==> config.mk <==
export PLATFORM = sky130hd
export DESIGN_NAME = divider_unit
export DESIGN_NICKNAME = d
export VERILOG_FILES = /design/src/rtl/divider_unit.sv
export SDC_FILE = /design/constraint.sdc
export NUM_CORES = 1
export LEC_CHECK = 0
export BUFFER_PORTS_ARGS = -buffer_cell sky130_fd_sc_hd__buf_2
export CORE_MARGIN = 2
export CORE_UTILIZATION = 53
export CTS_CLUSTER_DIAMETER = 50
export CTS_CLUSTER_SIZE = 16
export DETAILED_ROUTE_END_ITERATION = 8
export PLACE_DENSITY = 0.72
export SYNTH_ARGS = -nofsm -noshare
export SYNTH_HDL_FRONTEND = slang
export SYNTH_SLANG_ARGS = --single-unit
==> constraint.sdc <==
create_clock -name clk -period 7.8 [get_ports clk]
set_input_delay 0.39 -clock clk [delete_from_list [all_inputs] [get_ports clk]]
set_output_delay 0.39 -clock clk [all_outputs]
set_load 0.02 [all_outputs]
==> src/rtl/divider_unit.sv <==
// Iterative radix-2 restoring divider for RV32M DIV/DIVU/REM/REMU.
// One quotient bit per cycle; divide-by-zero and signed overflow finish without iterating.
module divider_unit #(
  parameter int unsigned DATA_WIDTH = 32
) (
  input  logic                  clk,
  input  logic                  arst,
  input  logic                  i_start,
  input  logic                  i_kill,
  input  logic [1:0]            i_op,
  input  logic [DATA_WIDTH-1:0] i_dividend,
  input  logic [DATA_WIDTH-1:0] i_divisor,
  output logic                  o_busy,
  output logic                  o_done,
  output logic [DATA_WIDTH-1:0] o_result
);

  localparam int unsigned CntW = $clog2(DATA_WIDTH);
  localparam logic [CntW-1:0] CntLast = CntW'(DATA_WIDTH - 1);
  localparam logic [DATA_WIDTH-1:0] MinNeg = {1'b1, {(DATA_WIDTH-1){1'b0}}};

  typedef enum logic [1:0] {StIdle, StCalc, StDone} state_e;

  state_e                state_q, state_d;
  logic                  rem_sel_q, rem_sel_d;
  logic                  neg_quot_q, neg_quot_d;
  logic                  neg_rem_q, neg_rem_d;
  logic [DATA_WIDTH-1:0] dvs_q, dvs_d;
  logic [DATA_WIDTH-1:0] quot_q, quot_d;
  logic [DATA_WIDTH-1:0] rem_q, rem_d;
  logic [CntW-1:0]       cnt_q, cnt_d;
  logic [DATA_WIDTH-1:0] result_q, result_d;

  logic                  accept, signed_op, a_neg, b_neg, div_zero, overflow, no_borrow;
  logic [DATA_WIDTH-1:0] a_mag, b_mag, special_res, rem_nx, quot_nx, quot_fin, rem_fin;
  logic [DATA_WIDTH:0]   rem_sh, diff;

  always_comb begin
    accept      = (state_q == StIdle) && i_start && !i_kill;
    signed_op   = ~i_op[0];
    a_neg       = signed_op & i_dividend[DATA_WIDTH-1];
    b_neg       = signed_op & i_divisor[DATA_WIDTH-1];
    a_mag       = a_neg ? -i_dividend : i_dividend;
    b_mag       = b_neg ? -i_divisor : i_divisor;
    div_zero    = (i_divisor == '0);
    overflow    = signed_op && (i_dividend == MinNeg) && (i_divisor == '1);
    // Remainder of a divide-by-zero is the raw dividend, never its magnitude.
    if (div_zero) special_res = i_op[1] ? i_dividend : '1;
    else          special_res = i_op[1] ? '0 : i_dividend;

    // Trial subtract is one bit wider than the data so the borrow is visible.
    rem_sh    = {rem_q, quot_q[DATA_WIDTH-1]};
    diff      = rem_sh - {1'b0, dvs_q};
    no_borrow = ~diff[DATA_WIDTH];
    rem_nx    = no_borrow ? diff[DATA_WIDTH-1:0] : rem_sh[DATA_WIDTH-1:0];
    quot_nx   = {quot_q[DATA_WIDTH-2:0], no_borrow};
    quot_fin  = neg_quot_q ? -quot_nx : quot_nx;
    rem_fin   = neg_rem_q ? -rem_nx : rem_nx;
  end

  always_comb begin
    state_d    = state_q;
    rem_sel_d  = rem_sel_q;
    neg_quot_d = neg_quot_q;
    neg_rem_d  = neg_rem_q;
    dvs_d      = dvs_q;
    quot_d     = quot_q;
    rem_d      = rem_q;
    cnt_d      = cnt_q;
    result_d   = result_q;
    unique case (state_q)
      StIdle: begin
        if (accept) begin
          rem_sel_d  = i_op[1];
          neg_quot_d = a_neg ^ b_neg;
          neg_rem_d  = a_neg;
          dvs_d      = b_mag;
          quot_d     = a_mag;
          rem_d      = '0;
          cnt_d      = '0;
          if (div_zero || overflow) begin
            state_d  = StDone;
            result_d = special_res;
          end else begin
            state_d  = StCalc;
          end
        end
      end
      StCalc: begin
        if (i_kill) begin
          state_d = StIdle;
        end else begin
          rem_d  = rem_nx;
          quot_d = quot_nx;
          cnt_d  = cnt_q + CntW'(1);
          if (cnt_q == CntLast) begin
            state_d  = StDone;
            result_d = rem_sel_q ? rem_fin : quot_fin;
          end
        end
      end
      StDone:  state_d = StIdle;
      default: state_d = StIdle;
    endcase
  end

  always_ff @(posedge clk or posedge arst) begin
    if (arst) begin
      state_q    <= StIdle;
      rem_sel_q  <= 1'b0;
      neg_quot_q <= 1'b0;
      neg_rem_q  <= 1'b0;
      dvs_q      <= '0;
      quot_q     <= '0;
      rem_q      <= '0;
      cnt_q      <= '0;
      result_q   <= '0;
    end else begin
      state_q    <= state_d;
      rem_sel_q  <= rem_sel_d;
      neg_quot_q <= neg_quot_d;
      neg_rem_q  <= neg_rem_d;
      dvs_q      <= dvs_d;
      quot_q     <= quot_d;
      rem_q      <= rem_d;
      cnt_q      <= cnt_d;
      result_q   <= result_d;
    end
  end

  assign o_busy   = (state_q != StIdle);
  assign o_done   = (state_q == StDone) && !i_kill;
  assign o_result = result_q;

endmodule
## Word-level counts from Yosys, hierarchy flattened

Cells that the tools add are included.
W data, S select, Z words.

- Eq/ne operators: 10
- Add/sub/neg operators: 6
- Reductions and logical operators: 15
- Bitwise gates (word level): 5
- Multiplexer cells: 28

Operator list:

| kind | count |
|---|---|
| $mux W32 | 17 |
| $pmux W32 S2 | 3 |
| $neg A32 Y32 | 4 |
| $eq A32 B32 Y1 const B | 2 |
| $sub A33 B32 Y33 | 1 |
| $logic_not A32 Y1 | 1 |
| $mux W5 | 2 |
| $pmux W5 S2 | 1 |
| $mux W2 | 4 |
| $ne A2 B2 Y1 const B | 3 |
| $add A5 B1 Y5 const B | 1 |
| $eq A5 B5 Y1 const B | 1 |
| $logic_and A1 B1 Y1 | 5 |
| $reduce_and A5 Y1 | 1 |
| $pmux W2 S2 | 1 |
| $reduce_and A2 Y1 | 2 |
| $reduce_bool A2 Y1 | 2 |
| $ne A3 B3 Y1 const B | 1 |
| $reduce_and A3 Y1 | 1 |
| $and A1 B1 Y1 | 2 |
| $eq A2 B1 Y1 const B | 1 |
| $eq A2 B2 Y1 const B | 1 |
| $logic_not A2 Y1 | 1 |
| $ne A2 B1 Y1 const B | 1 |
| 4 further kinds | 5 |

- Output and inout bits: 34
- Input bits: 70
- Word-level logic and storage cells: 73
- Bits in registers: 138

## Longest topological paths before layout

- Depth in word-level cells: 8
- Mapped depth: 25
- Depth with buffers taken out: 23

## Least setup slack after synthesis

OpenSTA, ideal clock, no wires.

- Path kind: flip-flop to flip-flop
- Start: register quot_q[31]
- End: register result_q[30] (netlist: o_result[30])
- Stages on the path, launching flop included: 23
- Setup slack: 2.877 ns
- Arrival time: 4.796 ns
- Clock period less this slack: 4.923 ns
- Path buffers: 2
- Library setup time: 0.126 ns
- Required time: 7.674 ns
- Cell sequence: dfrtp_1 > inv_1 > ha_1 > fa_1 > nor2b_1 > o211a_1 > o21ai_1 > a211oi_1 > o21a_4 > nor2_8 > inv_4 > buf_2 > buf_2 > ha_1 > nand3_1 > or3b_1 > nand4b_1 > o21ai_1 > xor2_1 > o21ai_0 > or4_1 > o31ai_1 > nor3_1

- Longest elaborated chain between the ends: 8
- Elaborated cells on any way between the ends: 11
- Classes of those cells: add/sub (3); mux (7); bitwise (1)

Ends and longest elaborated chain:

| what | line | source |
|---|---|---|
| start: declaration | 29 | `logic [DATA_WIDTH-1:0] quot_q, quot_d;` |
| start signal: assignment | 124 | `quot_q <= quot_d;` |
| $sub A33 B32 Y33 | 53 | `diff = rem_sh - {1'b0, dvs_q};` |
| $mux W32 / $not A1 Y1 (equally long branches) | 55, 54 |  |
| $neg A32 Y32, on equally long branches | 58, 57 |  |
| $mux W32, on equally long branches | 58, 57 |  |
| $mux W32 * | 98 | `result_d = rem_sel_q ? rem_fin : quot_fin;` |
| $mux W32 * | 96 | `if (cnt_q == CntLast) begin` |
| $mux W32 * | 90 | `if (i_kill) begin` |
| $pmux W32 S2 * | 71 | `unique case (state_q)` |
| end signal: assignment | 127 | `result_q <= result_d;` |
| end: declaration | 32 | `logic [DATA_WIDTH-1:0] result_q, result_d;` |

Mark *: on every way between the ends. The rest lies on a longest branch, timed or not. The select of a mux whose other input is x is not followed.
A chain may end at the register's enable or synchronous reset.

## Worst setup path in the final report

Ends and elaborated chain as after synthesis.

==> impl_metrics.ini <==
[grt]
grt_antenna_before_repair = 0
grt_max_degree = 91
grtUsageMet1 = 0.466
grt_pass1_vias = 11438
grt_usage = 0.336
grt_overflow = 0
top_usage_layer = met2
met3_usage = 0.0650
grt_pass1_wl_um = 63100
met2_usage = 0.524

[setup_path]
cp-end-kind = register
r2r_cells = 23
startpoint_type = register
r2r_start = quot_q[31]$_DFFE_PP0P_
cp_data_arrival_time_ps = 6410
timing.critical_path.required_ps = 8160
critPathKind = register to register
crit_fanout = 55
startpoint = quot_q[31]$_DFFE_PP0P_

[clocking]
root_buffer = clkbuf_16
cts_buffers = 17
clock_latency_ps = 450
cts_max_level = 4
cts_hold_buffers = 0
clock_sinks = 138
cts_setup_buffers = 0
tritoncts = done
cts_buffer_depth = 2
cts-resized-gates = 0
path_clk_slew_ps = 70

[timing]
setup_slack_ps = 1750
setup_viol = 0
drv_slew = 0
tightestPinTransition_ps = 1250
period_needed_ps = 6050
period_share = 0.775
rsz0062_at_grt = no
hold_violations = 0
clock-skew-final_ps = 13.3
maxSlewHeadroom = 0.163
max_freq_mhz = 165
tns_ps = 0

[die]
die_area_mm2 = 0.0239
core_mm2 = 0.0224
die_y_um = 155
start_util = 0.536
die_w_um = 155
io_pins = 104
num_rows = 55

[drt]
vias = 12262
via_per_inst = 6.41
wl_um = 39900
wl_per_cell_um = 20.9
first_pass_iters = 6
drtIter0Drc = 1331
drc = 0
postRouteAntennaNets = 0

[synth]
synth_top_area_cell = dfrtp_1
avgSynthCellArea_um2 = 7.67
synth-seq-cells = 138
yosysMostFrequentCell = nand2_1
ys_seq_area_frac = 0.287
yosys-top-cells-area = dfrtp_1 (29%), o21ai_0 (7.6%), nand2_1 (6.3%)
postSynth.asyncResetShare = 1.00
mappedNetlistNets = 1677
syn_inst = 1567
synth_edf_count = 0
synth_cell_types = 88
synth_ff_type = dfrtp_1
synth_common_cells = nand2_1 (201), o21ai_0 (182), dfrtp_1 (138)
netlist_area_mm2 = 0.0120
ys_warn_count = 0
netlist.area_leader.share = 0.287

[placed_design]
dp_hpwl_um = 29700
placed_cell_area_mm2 = 0.0127
dp_slack_ps = 1870
place_congestion = 0.963
port_buffers = 103

[final_layout]
ff_latch_area_mm2 = 0.00345
utilization = 0.589
fillCellCount = 2113
nNetsFinal = 1725
drive_gt1_frac = 0.109
multi_input_area_mm2 = 0.00802
syn_to_final_growth_pct = 9.86
finalInstanceArea_mm2 = 0.0132
antenna_cells = 0

[power]
power_uw = 6400
ir_drop_uv = 297
p_leak_uw = 0.00560
p_per_area_mw_per_mm2 = 484

[status]
status = finished clean

[hold_path]
hold_class = input pin to async pin

[flow_run]
max-cap-violations = 0
routing by layer:
metal,vias to the layer above,part of all wire
met5,-,0
met4,0,0.031
met3,89,0.086
met2,619,0.45
met1,5752,0.43
li1,5802,-
flip-flops by register name, summed over array words and instances, names as in the netlist:
signal / flops
cnt_q: 5
dvs_q: 32
neg_quot_q: 1
neg_rem_q: 1
o_result: 32
quot_q: 32
rem_q: 32
rem_sel_q: 1
state_q: 2
final timing paths:
kind	endpoint	slack (ps)
max in group asynchronous	neg_rem_q$_DFFE_PP0P_	6390
min in group clk	neg_quot_q$_DFFE_PP0P_	230
hold / removal	cnt_q[4]$_DFFE_PP0P_	80
setup / recovery	o_result[30]$_DFFE_PP0P_	1750
setup reg to reg	o_result[30]$_DFFE_PP0P_	1750
hold reg to reg	dvs_q[27]$_DFFE_PP0P_	480
cell usage in the layout (no fill, tap or decap), types with 12 or more instances in the layout:
cell / instances
or3_1: 24
a21o_1: 15
xor2_1: 54
clkbuf_16: 17
buf_2: 103
buf_4: 12
mux2i_1: 27
dfrtp_1: 138
nand2_1: 201
nand3_1: 25
a31oi_1: 15
xnor2_1: 69
a21oi_1: 124
inv_1: 53
nor2_1: 131
nor4_1: 19
nand4_1: 22
a211oi_1: 18
nand3b_1: 12
nor2b_1: 12
o31ai_1: 37
nor3_1: 41
o21ai_0: 182
o211ai_1: 14
ha_1: 39
power breakdown:
part / total, µW / leakage, µW / switching (µW) / internal [µW]
combinational: 4250 / 0.00357 / 2780 / 1470
clock: 804 / 0.000265 / 384 / 420
sequential: 1340 / 0.00176 / 336 / 1000
total: 6400 / 0.00560 / 3500 / 2900
critical path, stage by stage, from the launching register on:
cell      delay [ps]
dfrtp_1          360
inv_1             70
ha_1             220
fa_1             400
nor2b_1          260
o211a_1          220
o21ai_1          110
a211oi_1         600
nor3_4           230
nor2_8           580
inv_4            400
nand2_1          150
o21ai_0          120
inv_1            110
ha_1             310
and3_1           250
nand3_1          120
nor3_1           150
o21ai_0          130
o41ai_1          140
nand2_1          110
nor4_1           330
mux2_2           380
nor3_1           170
cells by family (layout without fill, tap and decap cells):
| logic type | count (synthesis) | after routing | share of synthesized area |
|---|---|---|---|
| xor gates and xnor gates | 123 | 123 | 0.0896 |
| DFF | 138 | 138 | 0.287 |
| AOI/OAI and AO/OA | 520 | 520 | 0.271 |
| muxes | 32 | 32 | 0.0272 |
| buffers and inverters | 142 | 203 | 0.0481 |
| and+or+nand+nor | 570 | 570 | 0.234 |
| adders and majority gates | 42 | 42 | 0.0439 |
stage by stage:
step	hold slack, ps	std cells
after global placement	456	1881
after global routing	147	1913
after CTS	114	1913
after floorplan	450	1567
after detailed placement	467	1881
final	75.7	1913
layout make-up:
type                       count  share of cell area
inverter                      56              0.0165
tap                          285              0.0270
clock buffer                  18              0.0325
clock inverter                14             0.00994
sequential                   138               0.261
multi-input combinational   1287               0.607
timing repair buffer         115              0.0458
No activity file was read; power rests on OpenSTA's default activity.
